## src/rtl/ldn_llr_pack.sv

```systemverilog
// Scales, clips and packs signed channel samples into SIMD int8 LLR lanes; 1-cycle latency from completing accept.
// Backpressure: single-entry output register, in_ready_o = ~out_valid_o | out_ready_i (load and drain can overlap).
module ldn_llr_pack #(
    parameter int Q     = 8,
    parameter int SIMD  = 8,
    parameter int IN_W  = 12,
    parameter int SAT   = 63,
    parameter int CNT_W = 16
) (
    input  logic                       clk_i,
    input  logic                       rst_i,
    input  logic [2:0]                 shift_i,
    input  logic                       in_valid_i,
    output logic                       in_ready_o,
    input  logic [IN_W-1:0]            in_data_i,
    input  logic                       in_last_i,
    output logic                       out_valid_o,
    input  logic                       out_ready_i,
    output logic [Q*SIMD-1:0]          out_data_o,
    output logic [$clog2(SIMD+1)-1:0]  out_lanes_o,
    output logic                       out_last_o,
    output logic [CNT_W-1:0]           sat_cnt_o,
    input  logic                       sat_clr_i
);

    localparam int LW  = $clog2(SIMD+1);
    localparam int LCW = (SIMD > 1) ? $clog2(SIMD) : 1;

    localparam logic signed [IN_W-1:0] SAT_P  = IN_W'(SAT);
    localparam logic signed [IN_W-1:0] SAT_N  = -SAT_P;
    localparam logic [Q-1:0]           LANE_P = Q'(SAT);
    localparam logic [Q-1:0]           LANE_N = Q'(-SAT);
    localparam logic [CNT_W-1:0]       CNT_MAX = '1;

    logic                     r_out_valid;
    logic [Q*SIMD-1:0]        r_out_data;
    logic [LW-1:0]            r_out_lanes;
    logic                     r_out_last;
    logic [CNT_W-1:0]         r_sat_cnt;
    logic [Q*SIMD-1:0]        r_acc;
    logic [LCW-1:0]           r_lane_cnt;

    logic signed [IN_W-1:0]   w_s;
    logic                     w_hi;
    logic                     w_lo;
    logic                     w_clip;
    logic [Q-1:0]             w_lane;
    logic                     w_accept;
    logic                     w_complete;
    logic [Q*SIMD-1:0]        w_merged;

    assign in_ready_o  = ~r_out_valid | out_ready_i;
    assign out_valid_o = r_out_valid;
    assign out_data_o  = r_out_data;
    assign out_lanes_o = r_out_lanes;
    assign out_last_o  = r_out_last;
    assign sat_cnt_o   = r_sat_cnt;

    // Arithmetic shift floors toward -inf; clip is symmetric so -SAT-1 never reaches a lane.
    assign w_s    = $signed(in_data_i) >>> shift_i;
    assign w_hi   = w_s > SAT_P;
    assign w_lo   = w_s < SAT_N;
    assign w_clip = w_hi | w_lo;
    assign w_lane = w_hi ? LANE_P : (w_lo ? LANE_N : w_s[Q-1:0]);

    assign w_accept   = in_valid_i & in_ready_o;
    assign w_complete = w_accept & ((r_lane_cnt == LCW'(SIMD-1)) | in_last_i);

    always_comb begin
        w_merged = r_acc;
        for (int k = 0; k < SIMD; k++) begin
            if (r_lane_cnt == LCW'(k)) begin
                w_merged[k*Q +: Q] = w_lane;
            end
        end
    end

    always_ff @(posedge clk_i) begin
        if (rst_i) begin
            r_out_valid <= 1'b0;
            r_out_data  <= '0;
            r_out_lanes <= '0;
            r_out_last  <= 1'b0;
            r_sat_cnt   <= '0;
            r_acc       <= '0;
            r_lane_cnt  <= '0;
        end else begin
            if (w_complete) begin
                r_out_valid <= 1'b1;
                r_out_data  <= w_merged;
                r_out_lanes <= LW'(r_lane_cnt) + LW'(1);
                r_out_last  <= in_last_i;
                r_acc       <= '0;
                r_lane_cnt  <= '0;
            end else begin
                if (w_accept) begin
                    r_acc      <= w_merged;
                    r_lane_cnt <= r_lane_cnt + LCW'(1);
                end
                if (out_ready_i) begin
                    r_out_valid <= 1'b0;
                end
            end

            if (sat_clr_i) begin
                r_sat_cnt <= '0;
            end else if (w_accept && w_clip && (r_sat_cnt != CNT_MAX)) begin
                r_sat_cnt <= r_sat_cnt + CNT_W'(1);
            end
        end
    end

endmodule

```

## config.mk

```make
export PLATFORM = sky130hd
export DESIGN_NAME = ldn_llr_pack
export DESIGN_NICKNAME = d
export VERILOG_FILES = /design/src/rtl/ldn_llr_pack.sv
export SDC_FILE = /design/constraint.sdc
export NUM_CORES = 1
export LEC_CHECK = 0
export BUFFER_PORTS_ARGS = -buffer_cell sky130_fd_sc_hd__buf_2
export CAP_MARGIN = 5
export CORE_MARGIN = 2
export CORE_UTILIZATION = 50
export CTS_BUF_LIST = sky130_fd_sc_hd__clkbuf_8
export DETAILED_ROUTE_END_ITERATION = 12
export PLACE_DENSITY = 0.72
export SYNTH_ARGS = -nofsm -noshare
export SYNTH_HDL_FRONTEND = slang
export SYNTH_SLANG_ARGS = --single-unit
```

## constraint.sdc

```tcl
create_clock -name clk_i -period 2.45 [get_ports clk_i]
set_input_delay 0.245 -clock clk_i [delete_from_list [all_inputs] [get_ports clk_i]]
set_output_delay 0.245 -clock clk_i [all_outputs]
set_load 0.005 [all_outputs]
```

==> results of run 1 <==
[Yosys cell counts, types with 6 or more instances]
master	n	area share [%]
sky130_fd_sc_hd__nand2_1	158	8.9
sky130_fd_sc_hd__dfxtp_1	153	46
sky130_fd_sc_hd__a21oi_1	85	6.4
sky130_fd_sc_hd__o21ai_0	61	4.6
sky130_fd_sc_hd__mux2i_1	45	6.8
sky130_fd_sc_hd__clkbuf_1	36	2.0
sky130_fd_sc_hd__nor2_1	32	1.8
sky130_fd_sc_hd__a22o_1	18	2.4
sky130_fd_sc_hd__and2_1	14	1.3
sky130_fd_sc_hd__o31ai_1	13	1.5
sky130_fd_sc_hd__or4_1	13	1.5
sky130_fd_sc_hd__nand3_1	12	0.90
sky130_fd_sc_hd__buf_2	9	0.68
sky130_fd_sc_hd__a211oi_1	8	0.90
sky130_fd_sc_hd__buf_1	8	0.45
sky130_fd_sc_hd__and3_1	7	0.66
sky130_fd_sc_hd__ha_1	7	1.3
sky130_fd_sc_hd__o21ai_1	7	0.53
sky130_fd_sc_hd__a31oi_1	6	0.56
sky130_fd_sc_hd__mux4_2	6	2.0
[logic make-up (layout without fill, tap and decap cells)]
family,Yosys count,after routing
flip-flops,153,153
AND/OR/NAND/NOR,270,270
multiplexers,58,58
AO/OA/AOI/OAI,216,216
adder cells (fa/ha/maj),7,7
buffers and inverters,64,183
XOR/XNOR,1,1
[worst max-delay path by stage]
stage | startpoint | endpoint | slack [ps] | cells past startpoint
final | r_lane_cnt[0]$_SDFFE_PP0P_ | r_acc[47]$_SDFFE_PP0P_ | 170 | 7
after global placement | shift_i[1] | out_data_o[32]$_SDFFE_PP0P_ | -40 | 9
after CTS | r_lane_cnt[0]$_SDFFE_PP0P_ | r_acc[49]$_SDFFE_PP0P_ | 200 | 7
after global routing | sat_cnt_o[3]$_SDFFE_PP0P_ | sat_cnt_o[10]$_SDFFE_PP0P_ | 20 | 7
after detailed placement | shift_i[1] | out_data_o[40]$_SDFFE_PP0P_ | -90 | 9
after floorplan | shift_i[1] | sat_cnt_o[12]$_SDFFE_PP0P_ | 240 | 8
[flip-flops by register name, summed over array words and instances (netlist names)]
name / flops
out_data_o: 64
r_acc: 64
sat_cnt_o: 16
out_lanes_o: 4
r_lane_cnt: 3
out_last_o: 1
out_valid_o: 1
[power by group through the flow]
stage	Sequential, W	Combinational, W	Clock [W]
6_report	0.00256	0.000641	0.00194
5_1_grt	0.00256	0.000702	0.00208
4_1_cts	0.00256	0.000637	0.00197
3_5_place_dp	0.00262	0.000636	0
3_3_place_gp	0.00261	0.000616	0
2_1_floorplan	0.00261	0.000403	0
[stage by stage]
step	power [W]	area, um^2	instances	setup TNS, ps
detailed placement	0.003251	7515	1033	-1314
global route	0.005346	7915	1064	0
global placement	0.003229	7515	1033	-170.4
floorplan	0.003014	6671	769	0
CTS	0.005160	7915	1064	0
finish	0.005135	7915	1064	0
[worst max-delay path, stage by stage, from the launching register on]
cell,delay (ps)
sky130_fd_sc_hd__dfxtp_1,440
sky130_fd_sc_hd__ha_1,240
sky130_fd_sc_hd__ha_1,180
sky130_fd_sc_hd__nor2_1,70
sky130_fd_sc_hd__nor2_1,220
sky130_fd_sc_hd__or2_2,650
sky130_fd_sc_hd__buf_4,310
sky130_fd_sc_hd__a21oi_1,50
[area by class of cell]
cell class / count / area [um^2]
timing repair buffer: 147 / 885.9
tap: 176 / 220.2
inverter: 5 / 18.77
clock buffer: 18 / 247.7
clock inverter: 13 / 152.6
sequential: 153 / 3063
multi-input combinational: 552 / 3327
fill: 1168 / 5223
[cells in the final DEF (no fill, tap or decap), drive strengths merged, types with 3 or more instances in the layout]
master,count
nand2,158
dfxtp,153
mux2,5
or3,3
o21a,3
a22o,18
clkbuf,18
bufinv,3
nand3,12
or4,13
o31ai,13
a41oi,3
nor4,3
a211oi,8
or2,3
and2,14
clkinv,7
nand3b,4
buf,147
a31oi,6
mux4,7
a21oi,85
and3,7
mux2i,46
nor2b,5
nor2,32
nand2b,3
inv,7
ha,7
o21ai,68
nand4,4
[metal layers]
metal / GRT usage [%] / wire, um
met1: 31.88 / 7591
met2: 39.54 / 8206
met3: 4.753 / 903
met4: 10.15 / 375
met5: 0 / 0
==> results.md, run 1 <==
- The flow ran to the end, and the final reports show no timing, DRC or antenna violations.
- The Yosys warning count is 0.
- The number of cells on the worst reg-to-reg path is 7.
- Counting along the longest clock path gives a buffer depth of 2.
- Registers are responsible for 49.8% of the overall power.
- The maximum fanout along the worst path is 36.
- The synthesized netlist devotes between 10% and 20% of its cell area to compound gates.
- After detailed routing, the number of remaining DRC violations is 0.
- The mux cell area share after synthesis is 10.41%.
- The clock network latency to the later pin of the worst-skew pair is 450 ps.
- The root buffer cell is sky130_fd_sc_hd__clkbuf_8.
- For this design, the sink count on the clock tree is ~150.
- The max-cap violation count is 0.
- The smallest clock period supported by the final layout is computed as 2278 ps.
- The global route total overflow is 0.
- In this run, synthesis produced a sequential element count of 153.
- The reg2reg setup slack is between 150 and 200 ps.
- The area share of and/or/nand/nor cells after synthesis is a little under a fifth.
- Summed over all nets, the half-perimeter wirelength after detailed placement is 12.15 mm.
- The worst hold endpoint is out_last_o$_SDFFE_PP0P_.
- The quantity of hold-fixing buffers added after cts is 0.
- The number of global-route vias before repair is 5674.
- After synthesis, the largest family of logic cells by area is compound AO/OA/AOI/OAI gates.
- Port buffering added 107 buffers.
- For the pin with the worst max-slew slack, the measured transition is slightly above 700 ps.
- After Yosys synthesis, full adders, half adders and majority gates account for between 1 and 1.5% of the synthesized area.
- The origin of the critical flop-to-flop path is r_lane_cnt[0]$_SDFFE_PP0P_.
- The number of antenna cells inserted is 0.
- Clock tree synthesis inserted a total of 17 buffers.
- The net switching power is roughly 0.0013 W.
- The final count of pins violating max slew came to 0.
- The TritonCTS clock tree is built.
- The region available for standard cell placement spans 13140 um^2.
- The final layout contains 904 nets.
- Of the total power, the clock network draws approximately 38%.
- The internal portion of the total power is 0.003791 W.
- Summed over all cells, the static leakage comes to 3.194 nW.
- The H-tree generated during clock tree synthesis spans 4 levels.
- The final hold violation count is 0.
- In the final routed layout, each cell accounts on average for 16.05 um.
- In this run the power density over the cells is 648.7 nW/um^2.
- For the worst setup path, the data required time is 2790 ps.
- The kind of path behind the tightest hold check is primary input to flop.
- The number of distinct library cells after synthesis is 56.
- The total track usage is approximately 24%.
- The number of cells on the worst hold path is 3.
- The post-route netlist has ~22% of its cells at a drive strength greater than 1.
- The kind of end point of the critical path is a flop.
- For this block, the via count after detailed routing is 6084.
- The maximum vdd drop is 0.0004783 V.
- The worst hold slack is 116.6 ps.
- The count of flip-flops with a built-in enable after synthesis is 0.
- Entering global routing, the biggest net connects 37 pins.
- The terminus of the critical flop-to-flop path is r_acc[47]$_SDFFE_PP0P_.
- The die covers 14280 um^2.
- The headroom to the max-slew limit is 51.47%.
- The worst hold path begins at in_last_i.
- The fraction of registers with async set/reset is 0%.
- The wire length of the first global-routing pass is roughly 28 mm.
- After detailed routing, the number of vias per cell comes to 5.718.
- Routability-driven placement finished with a final weighted congestion of 0.8811.
- Wires add up to about 17 mm.
- Once the clock tree was built, the setup fixing pass inserted 0 buffers.
- The clock arrives with 11.12 ps of skew.
- Sequential elements use roughly 46% of the synthesized area.
- A synthesized cell averages around 8.7 um^2.
- The most frequently used flop master after synthesis is sky130_fd_sc_hd__dfxtp_1.
- The initial antenna violation count was 0.
- The clock transition at the registers of the reported paths is 80 ps.
- STA puts the critical path data arrival time at 2610 ps.
- The switching fraction of total power is a little over a quarter.
- The die extent in x is between 100 and 150 um.
- After technology mapping, the gate count stands at around 770.
- The worst slack at placement is -87.08 ps.
- 108 I/O pins were placed.
- In this run the vertical extent of the chip is 119.5 um.
- For this configuration, the core starts out at a cell density of 50.78%.
- The netlist area before placement is roughly 6700 um^2.
- The startpoint-to-endpoint class of the critical path is flop to flop.
- Once detail routing completed, the nets flagged for antenna violations numbered 0.
- The synthesis-to-finish area growth is 18.64%.
- Setup repair after global routing left no endpoint under its margin.
- The site row count is 42.
- The number of gates resized after CTS was 0.
- The iteration count of the initial detailed-routing pass is 5.
- The fraction of power consumed by combinational cells is 12.5%.
- In this run, the number of DRC markers left after iteration 0 of detailed routing was 474.
- The number of nets produced by synthesis is 797.
- In the finished design, the share of the clock period the worst path needs comes to 92.98%.
- Timing would allow up to 439.0 MHz.
- The core utilization of the finished layout is 60.25%.
- STA classifies the critical path startpoint as a flop.
- The total setup violations reported at the end of the flow is 0.
- The xor/xnor share of the synthesized area is 0.1313%.
- The worst path meets setup with 171.9 ps of slack.
Note: power is estimated with default switching activity, not from simulation.
==> run 2: changes to the inputs <==
--- a/config.mk
+++ b/config.mk
@@ -7,11 +7,13 @@
 export LEC_CHECK = 0
 export BUFFER_PORTS_ARGS = -buffer_cell sky130_fd_sc_hd__buf_2
 export CAP_MARGIN = 5
+export CELL_PAD_IN_SITES_DETAIL_PLACEMENT = 1
+export CELL_PAD_IN_SITES_GLOBAL_PLACEMENT = 1
 export CORE_MARGIN = 2
-export CORE_UTILIZATION = 50
+export CORE_UTILIZATION = 44
 export CTS_BUF_LIST = sky130_fd_sc_hd__clkbuf_8
 export DETAILED_ROUTE_END_ITERATION = 12
-export PLACE_DENSITY = 0.72
+export PLACE_DENSITY_LB_ADDON = 0.1
 export SYNTH_ARGS = -nofsm -noshare
 export SYNTH_HDL_FRONTEND = slang
 export SYNTH_SLANG_ARGS = --single-unit
==> run 2 against run 1 <==
Sequential power barely moved. Global-route usage grew 0.17 points. Clock power increased by 6%. Final area increased by 0.27%. Worst hold slack worse by 35 ps. Critical path depth stayed put. Die area increased by 13%. Highest routed layer unchanged.
==> results.md, run 2 (synthesized netlist as in run 1, its figures left out) <==
- The worst hold slack is 81.94 ps (was 116.6 ps).
- The post-detailed-route DRC marker count was 0 (unchanged).
- The initial DRC count came to 301 (was 474).
- The total number of vias came to 6004 (was 6084).
- The required time reported for the critical path endpoint is 2840 ps (was 2790 ps).
- Crit-path cells: buf_2, mux4_1, nor3_2, a31oi_1, o311a_4, or4_1, a21oi_1 (was ha_1, ha_1, nor2_1, nor2_1, or2_2, buf_4, a21oi_1).
- The wire length after detailed routing is 19.44 mm (was 17.08 mm).
- The root buffer cell is sky130_fd_sc_hd__clkbuf_8 (unchanged).
- The site row count is 45 (was 42).
- The clock transition at the registers of the reported paths came to 80 ps (about the same).
- The headroom to the max-slew limit is 56.55% (was 51.47%).
- The count of instances resized after the clock tree is built is 0 (unchanged).
- The critical path startpoint category is a primary input (was flop).
- The effective utilization at floorplan is 44.38% (was 50.78%).
- The chip height was 127.1 um (was 119.5 um).
- The startpoint-to-endpoint class of the critical path is primary input to flop (was flop to flop).
- The synthesis-to-finish area growth is 18.96% (was 18.64%).
- The leakage component of the power is 3.186 nW (was 3.194 nW).
- The clock network latency to the later pin of the worst-skew pair is 460 ps (was 450 ps).
- The die outline area is 16160 um^2 (was 14280 um^2).
- Commonest non-fill, non-tap cells in the layout: 158 x sky130_fd_sc_hd__nand2_1, 153 x sky130_fd_sc_hd__dfxtp_1, 107 x sky130_fd_sc_hd__buf_2 (unchanged).
- The worst slack at placement came to -76.60 ps (was -87.08 ps).
- Outcome: completed (unchanged).
- The max-cap violation count is 0 (unchanged).
- The global placement routability congestion came to 0.8012 (was 0.8811).
- The post-route fraction of the period consumed by the critical path was 85.33% (was 92.98%).
- The iteration count of the initial detailed-routing pass is 4 (was 5).
- The worst path buffer plus inverter count came to 1 (unchanged).
- The number of buffers added by the clock tree synthesis step was 17 (unchanged).
- The final-stage net count is 904 (unchanged).
- The total power is 0.005269 W (was 0.005135 W).
- The worst path arrival time is 2480 ps (was 2610 ps).
- Unrepaired setup endpoints after global routing: false (unchanged).
- The total setup violations reported at the end of the flow is 0 (unchanged).
- The maximum operating frequency was 478.4 MHz (was 439.0 MHz).
- The average vias per placed instance was 5.575 (was 5.718).
- The most common cell after layout, fill and taps aside is sky130_fd_sc_hd__nand2_1 (unchanged).
- The quantity of I/O buffers inserted on ports is 107 (unchanged).
- The worst setup skew after layout is 12.08 ps (was 11.12 ps).
- The number of H-tree branching levels is 4 (unchanged).
- The share of layout cells above drive strength 1 is 22.27% (was 22.07%).
- The cell area power density came to 663.9 nW/um^2 (was 648.7 nW/um^2).
- The number of buffers between clock root and the deepest sink is 2 (unchanged).
- The smallest setup slack after layout is 359.5 ps (was 171.9 ps).
- The critical-path cell with the highest stage delay is sky130_fd_sc_hd__mux4_1 (was sky130_fd_sc_hd__or2_2).
- The final hold violation count is 0 (unchanged).
- The maximum fanout along the worst path is 34 (was 36).
- The actual slew at the worst max-slew pin came to 651.7 ps (was 727.9 ps).
- The HPWL after detailed placement was 13.19 mm (was 12.15 mm).
- The number of global-route vias before repair came to 6251 (was 5674).
- The die extent in x is 127.1 um (was 119.5 um).
- The delay of the slowest critical-path stage was 620 ps (was 650 ps).
- The wire length of the first global-routing pass is 31.70 mm (was 27.86 mm).
- The antenna violation net count after detailed routing is 0 (unchanged).
- The TritonCTS clock tree was built (unchanged).
- The final count of pins violating max slew is 0 (unchanged).
- The total track usage was 24.54% (was 24.37%).
- The core utilization of the finished layout was 52.79% (was 60.25%).
- The pin count of the biggest net entering global routing was 64 (was 37).
- The number of sinks on the clock net is 153 (unchanged).
- The global route total overflow is 0 (unchanged).
- The maximum vdd drop is 0.0003351 V (was 0.0004783 V).
- The count of boundary I/O pins is 108 (unchanged).
- The post-CTS setup-driven buffer insertion count was 0 (unchanged).
- The dominant delay contributor by cell family on the critical path is simple AND/OR/NAND/NOR gates (unchanged).
- The kind of end point of the critical path is a flop (unchanged).
- The final routed wire length divided by cell count is 18.05 um (was 16.05 um).
- The total core area is 15030 um^2 (was 13140 um^2).
- The number of antenna cells inserted is 0 (unchanged).
- The quantity of hold-fixing buffers added after cts is 0 (unchanged).
- The kind of path behind the tightest hold check is primary input to flop (unchanged).
- The initial antenna violation count is 0 (unchanged).
- The shortest period the worst path allows was 2091 ps (was 2278 ps).
==> run 2: cell types whose count changed in the layout (fill, tap and decap cells not counted), sizes merged <==
cell / before / now
clkinv: 7 / 6
clkbuf: 18 / 19
clkinvlp: 1 / 2
==> run 2: routing by layer <==
| layer | vias up | share of wire [%] | global-route usage (%) |
|---|---|---|---|
| met4 | 0 | 1.2 | 6.270 |
| li1 | 2936 | - | - |
| met2 | 109 | 51 | 44.59 |
| met3 | 19 | 3.3 | 4.690 |
| met1 | 2940 | 44 | 29.87 |
| met5 | - | 0 | 0 |
==> run 2: area by class of cell <==
cell class                 count  area (um^2)
clock buffer                  19        261.5
tap                          188        235.2
inverter                       5        18.77
timing repair buffer         147        860.8
clock inverter                13        167.7
fill                        1809         7097
multi-input combinational    552         3329
sequential                   153         3063
==> run 2: final timing paths <==
path                                      end  slack, ps  cells past startpoint                         from
setup / recovery    sat_cnt_o[3]$_SDFFE_PP0P_        360                      7                   shift_i[0]
hold / removal     sat_cnt_o[10]$_SDFFE_PP0P_         80                      3                    sat_clr_i
setup reg to reg   sat_cnt_o[14]$_SDFFE_PP0P_        380                      6    sat_cnt_o[3]$_SDFFE_PP0P_
hold reg to reg   out_data_o[55]$_SDFFE_PP0P_        440                      2  out_data_o[55]$_SDFFE_PP0P_
==> run 2: metrics by stage <==
stage / std cells / TNS, ps / cell area, um^2
after floorplan: 769 / 0 / 6671
after global routing: 1077 / 0 / 7936
after CTS: 1077 / 0 / 7934
after global placement: 1045 / -252.7 / 7505
after detailed placement: 1045 / -896.0 / 7505
final: 1077 / 0 / 7936
==> run 2: worst register-to-register path, delay by kind of cell (launching register included) <==
family | cells | cell delay, ps
flops | 1 | 470
compound gates | 1 | 150
simple gates | 5 | 1380
==> run 2: power breakdown <==
| part | total [W] | internal, W | switching, W |
|---|---|---|---|
| sequential | 0.00256 | 0.00253 | 0.0000284 |
| combinational | 0.000648 | 0.000231 | 0.000417 |
| clock | 0.00206 | 0.00107 | 0.000994 |
==> run 3: changes to the inputs <==
--- a/config.mk
+++ b/config.mk
@@ -10,7 +10,7 @@
 export CELL_PAD_IN_SITES_DETAIL_PLACEMENT = 1
 export CELL_PAD_IN_SITES_GLOBAL_PLACEMENT = 1
 export CORE_MARGIN = 2
-export CORE_UTILIZATION = 44
+export CORE_UTILIZATION = 30
 export CTS_BUF_LIST = sky130_fd_sc_hd__clkbuf_8
 export DETAILED_ROUTE_END_ITERATION = 12
 export PLACE_DENSITY_LB_ADDON = 0.1
==> run 3 against run 2 <==
Sequential power about the same. Worst hold slack worse by 0.90 ps. Maximum frequency shrank 6.4%. Final area grew 2.6%. Flip-flop and latch count did not move. Critical path type is now flop to flop. Largest power group unchanged. Highest routed layer unchanged.
==> results.md, run 3 (synthesized netlist as in run 1, its figures left out) <==
- The number of global-route vias before repair is 6151 (was 6251).
- The final hold violation count is 0 (unchanged).
- The effective utilization at floorplan is 30.57% (was 44.38%).
- The root buffer cell is sky130_fd_sc_hd__clkbuf_8 (unchanged).
- The number of buffers added by the clock tree synthesis step was 17 (unchanged).
- The sequential fraction of design power was 48.2% (was 48.5%).
- The switching fraction of total power is 26.15% (was 27.31%).
- The HPWL after detailed placement is 15.21 mm (was 13.19 mm).
- The iteration count of the initial detailed-routing pass is 4 (unchanged).
- The total setup violations reported at the end of the flow came to 0 (unchanged).
- Commonest non-fill, non-tap cells in the layout: 158 x sky130_fd_sc_hd__nand2_1, 153 x sky130_fd_sc_hd__dfxtp_1, 107 x sky130_fd_sc_hd__buf_2 (unchanged).
- The max-cap violation count is 0 (unchanged).
- The maximum fanout along the worst path came to 22 (was 34).
- The cell area power density came to 652.9 nW/um^2 (was 663.9 nW/um^2).
- The clock transition at the registers of the reported paths is 80 ps (about the same).
- The die extent in x is 153.1 um (was 127.1 um).
- The reg2reg setup slack is 220 ps (was 380 ps).
- The number of buffers between clock root and the deepest sink was 2 (unchanged).
- The global route total overflow came to 0 (unchanged).
- The TritonCTS clock tree is built (unchanged).
- The quantity of I/O buffers inserted on ports is 107 (unchanged).
- Outcome: completed (unchanged).
- The startpoint of the most critical hold path was sat_clr_i (unchanged).
- The total track usage came to 17.79% (was 24.54%).
- The final-stage net count is 912 (was 904).
- The maximum vdd drop is 0.0002971 V (was 0.0003351 V).
- The average vias per placed instance is 5.130 (was 5.575).
- The startpoint-to-endpoint class of the critical path is flop to flop (was primary input to flop).
- The quantity of hold-fixing buffers added after cts came to 0 (unchanged).
- The worst hold endpoint is sat_cnt_o[10]$_SDFFE_PP0P_ (unchanged).
- The number of standard cells in the final layout excluding fillers is 1174 (was 1077).
- The most common cell after layout, fill and taps aside is sky130_fd_sc_hd__nand2_1 (unchanged).
- The depth of the most critical reg-to-reg path is 7 (was 6).
- The net switching power is 0.001391 W (was 0.001439 W).
- The count of instances resized after the clock tree is built is 0 (unchanged).
- The smallest setup slack after layout is 216.4 ps (was 359.5 ps).
- The actual slew at the worst max-slew pin is 722.5 ps (was 651.7 ps).
- The total core area is 21820 um^2 (was 15030 um^2).
- The pin count of the biggest net entering global routing is 53 (was 64).
- The origin of the critical flop-to-flop path is sat_cnt_o[3]$_SDFFE_PP0P_ (unchanged).
- The die outline area was 23450 um^2 (was 16160 um^2).
- The shortest period the worst path allows is 2234 ps (was 2091 ps).
- The initial antenna violation count came to 0 (unchanged).
- The cell internal power dissipation came to 0.003927 W (was 0.003830 W).
- The global placement routability congestion is 0.7492 (was 0.8012).
- The final count of pins violating max slew came to 0 (unchanged).
- The maximum operating frequency is 447.7 MHz (was 478.4 MHz).
- The post-route fraction of the period consumed by the critical path is 91.17% (was 85.33%).
- The synthesis-to-finish area growth is 22.09% (was 18.96%).
- The antenna violation net count after detailed routing is 0 (unchanged).
- The share of total power in the clock network is 38.9% (was 39.2%).
- The required time reported for the critical path endpoint is 2830 ps (was 2840 ps).
- The terminus of the critical flop-to-flop path is sat_cnt_o[0]$_SDFFE_PP0P_ (was sat_cnt_o[14]$_SDFFE_PP0P_).
- The clock network latency to the later pin of the worst-skew pair is 450 ps (was 460 ps).
- The critical path startpoint category is a flop (was primary input).
- The share of layout cells above drive strength 1 is 22.48% (was 22.27%).
- The number of H-tree branching levels is 4 (unchanged).
- The count of boundary I/O pins is 108 (unchanged).
- The number of cells on the worst hold path was 3 (unchanged).
- The number of antenna cells inserted was 0 (unchanged).
- The total number of vias was 6023 (was 6004).
- The worst path arrival time is 2610 ps (was 2480 ps).
- The number of sinks on the clock net is 153 (unchanged).
- The fraction of power consumed by combinational cells was 12.9% (was 12.3%).
- The wire length of the first global-routing pass came to 33.18 mm (was 31.70 mm).
- The kind of end point of the critical path was a flop (unchanged).
- The final routed wire length divided by cell count is 17.84 um (was 18.05 um).
- The worst setup skew after layout is 13.99 ps (was 12.08 ps).
- The chip height is 153.1 um (was 127.1 um).
- The initial DRC count is 184 (was 301).
- The leakage component of the power is 3.247 nW (was 3.186 nW).
- The post-detailed-route DRC marker count was 0 (unchanged).
- Unrepaired setup endpoints after global routing: false (unchanged).
- The headroom to the max-slew limit is 51.73% (was 56.55%).
- The kind of path behind the tightest hold check was primary input to flop (unchanged).
- The site row count came to 54 (was 45).
- The wire length after detailed routing is 20.95 mm (was 19.44 mm).
- The worst slack at placement is -156.8 ps (was -76.60 ps).
- The total placed instance area came to 7730 um^2 (was 7505 um^2).
- The post-CTS setup-driven buffer insertion count is 0 (unchanged).
- The post-route cell area is 8145 um^2 (was 7936 um^2).
- The cell total after placement is 1145 (was 1045).
## run 3: routing by layer
| metal | routed length [um] | GRT usage (%) |
|---|---|---|
| met1 | 9657 | 22.56 |
| met2 | 10430 | 30.82 |
| met3 | 638 | 3.686 |
| met4 | 225 | 4.541 |
| met5 | 0 | 0 |
## run 3: how the worst max path moves through the flow
stage | startpoint | end | slack, ps | depth (start not counted)
after detailed placement | shift_i[0] | sat_cnt_o[13]$_SDFFE_PP0P_ | -160 | 7
after floorplan | shift_i[1] | sat_cnt_o[12]$_SDFFE_PP0P_ | 240 | 8
after CTS | sat_cnt_o[3]$_SDFFE_PP0P_ | sat_cnt_o[0]$_SDFFE_PP0P_ | 230 | 7
final | sat_cnt_o[3]$_SDFFE_PP0P_ | sat_cnt_o[0]$_SDFFE_PP0P_ | 220 | 7
after global routing | sat_cnt_o[3]$_SDFFE_PP0P_ | sat_cnt_o[1]$_SDFFE_PP0P_ | 100 | 7
after global placement | shift_i[0] | sat_cnt_o[3]$_SDFFE_PP0P_ | -60 | 7
## run 3: area by class of cell
cell class	instances	area (um^2)
clock buffers	19	261.5
clock inverters	10	153.9
fillers	2591	13680
inverters	5	18.77
multi-input cells	552	3327
flip-flops and latches	153	3063
well taps	280	350.3
repair buffers	155	970.9
## run 3: power by group through the flow
stage	Clock (W)	Sequential [W]	Combinational (W)
after detailed placement	0	0.00262	0.000692
final	0.00207	0.00256	0.000686
after global routing	0.00224	0.00257	0.000750
after CTS	0.00213	0.00256	0.000695
after floorplan	0	0.00261	0.000403
after global placement	0	0.00262	0.000674
## run 3: critical path, stage by stage, from the launching register on
cell	delay, ps
sky130_fd_sc_hd__dfxtp_1	460
sky130_fd_sc_hd__and4_1	330
sky130_fd_sc_hd__nand3_1	150
sky130_fd_sc_hd__nor2_1	310
sky130_fd_sc_hd__a41o_1	440
sky130_fd_sc_hd__buf_12	200
sky130_fd_sc_hd__o21ai_0	100
sky130_fd_sc_hd__a21oi_1	160
## run 3: stage by stage
step / power [W] / TNS, ps / hold WS (ps) / util [%]
final: 0.005318 / 0 / 81.04 / 37.32
after global routing: 0.005556 / 0 / 86.01 / 37.32
after CTS: 0.005387 / 0 / 51.59 / 37.32
after detailed placement: 0.003314 / -1856 / 442.7 / 35.42
after global placement: 0.003293 / -664.6 / 434.6 / 35.42
after floorplan: 0.003014 / 0 / 406.0 / -
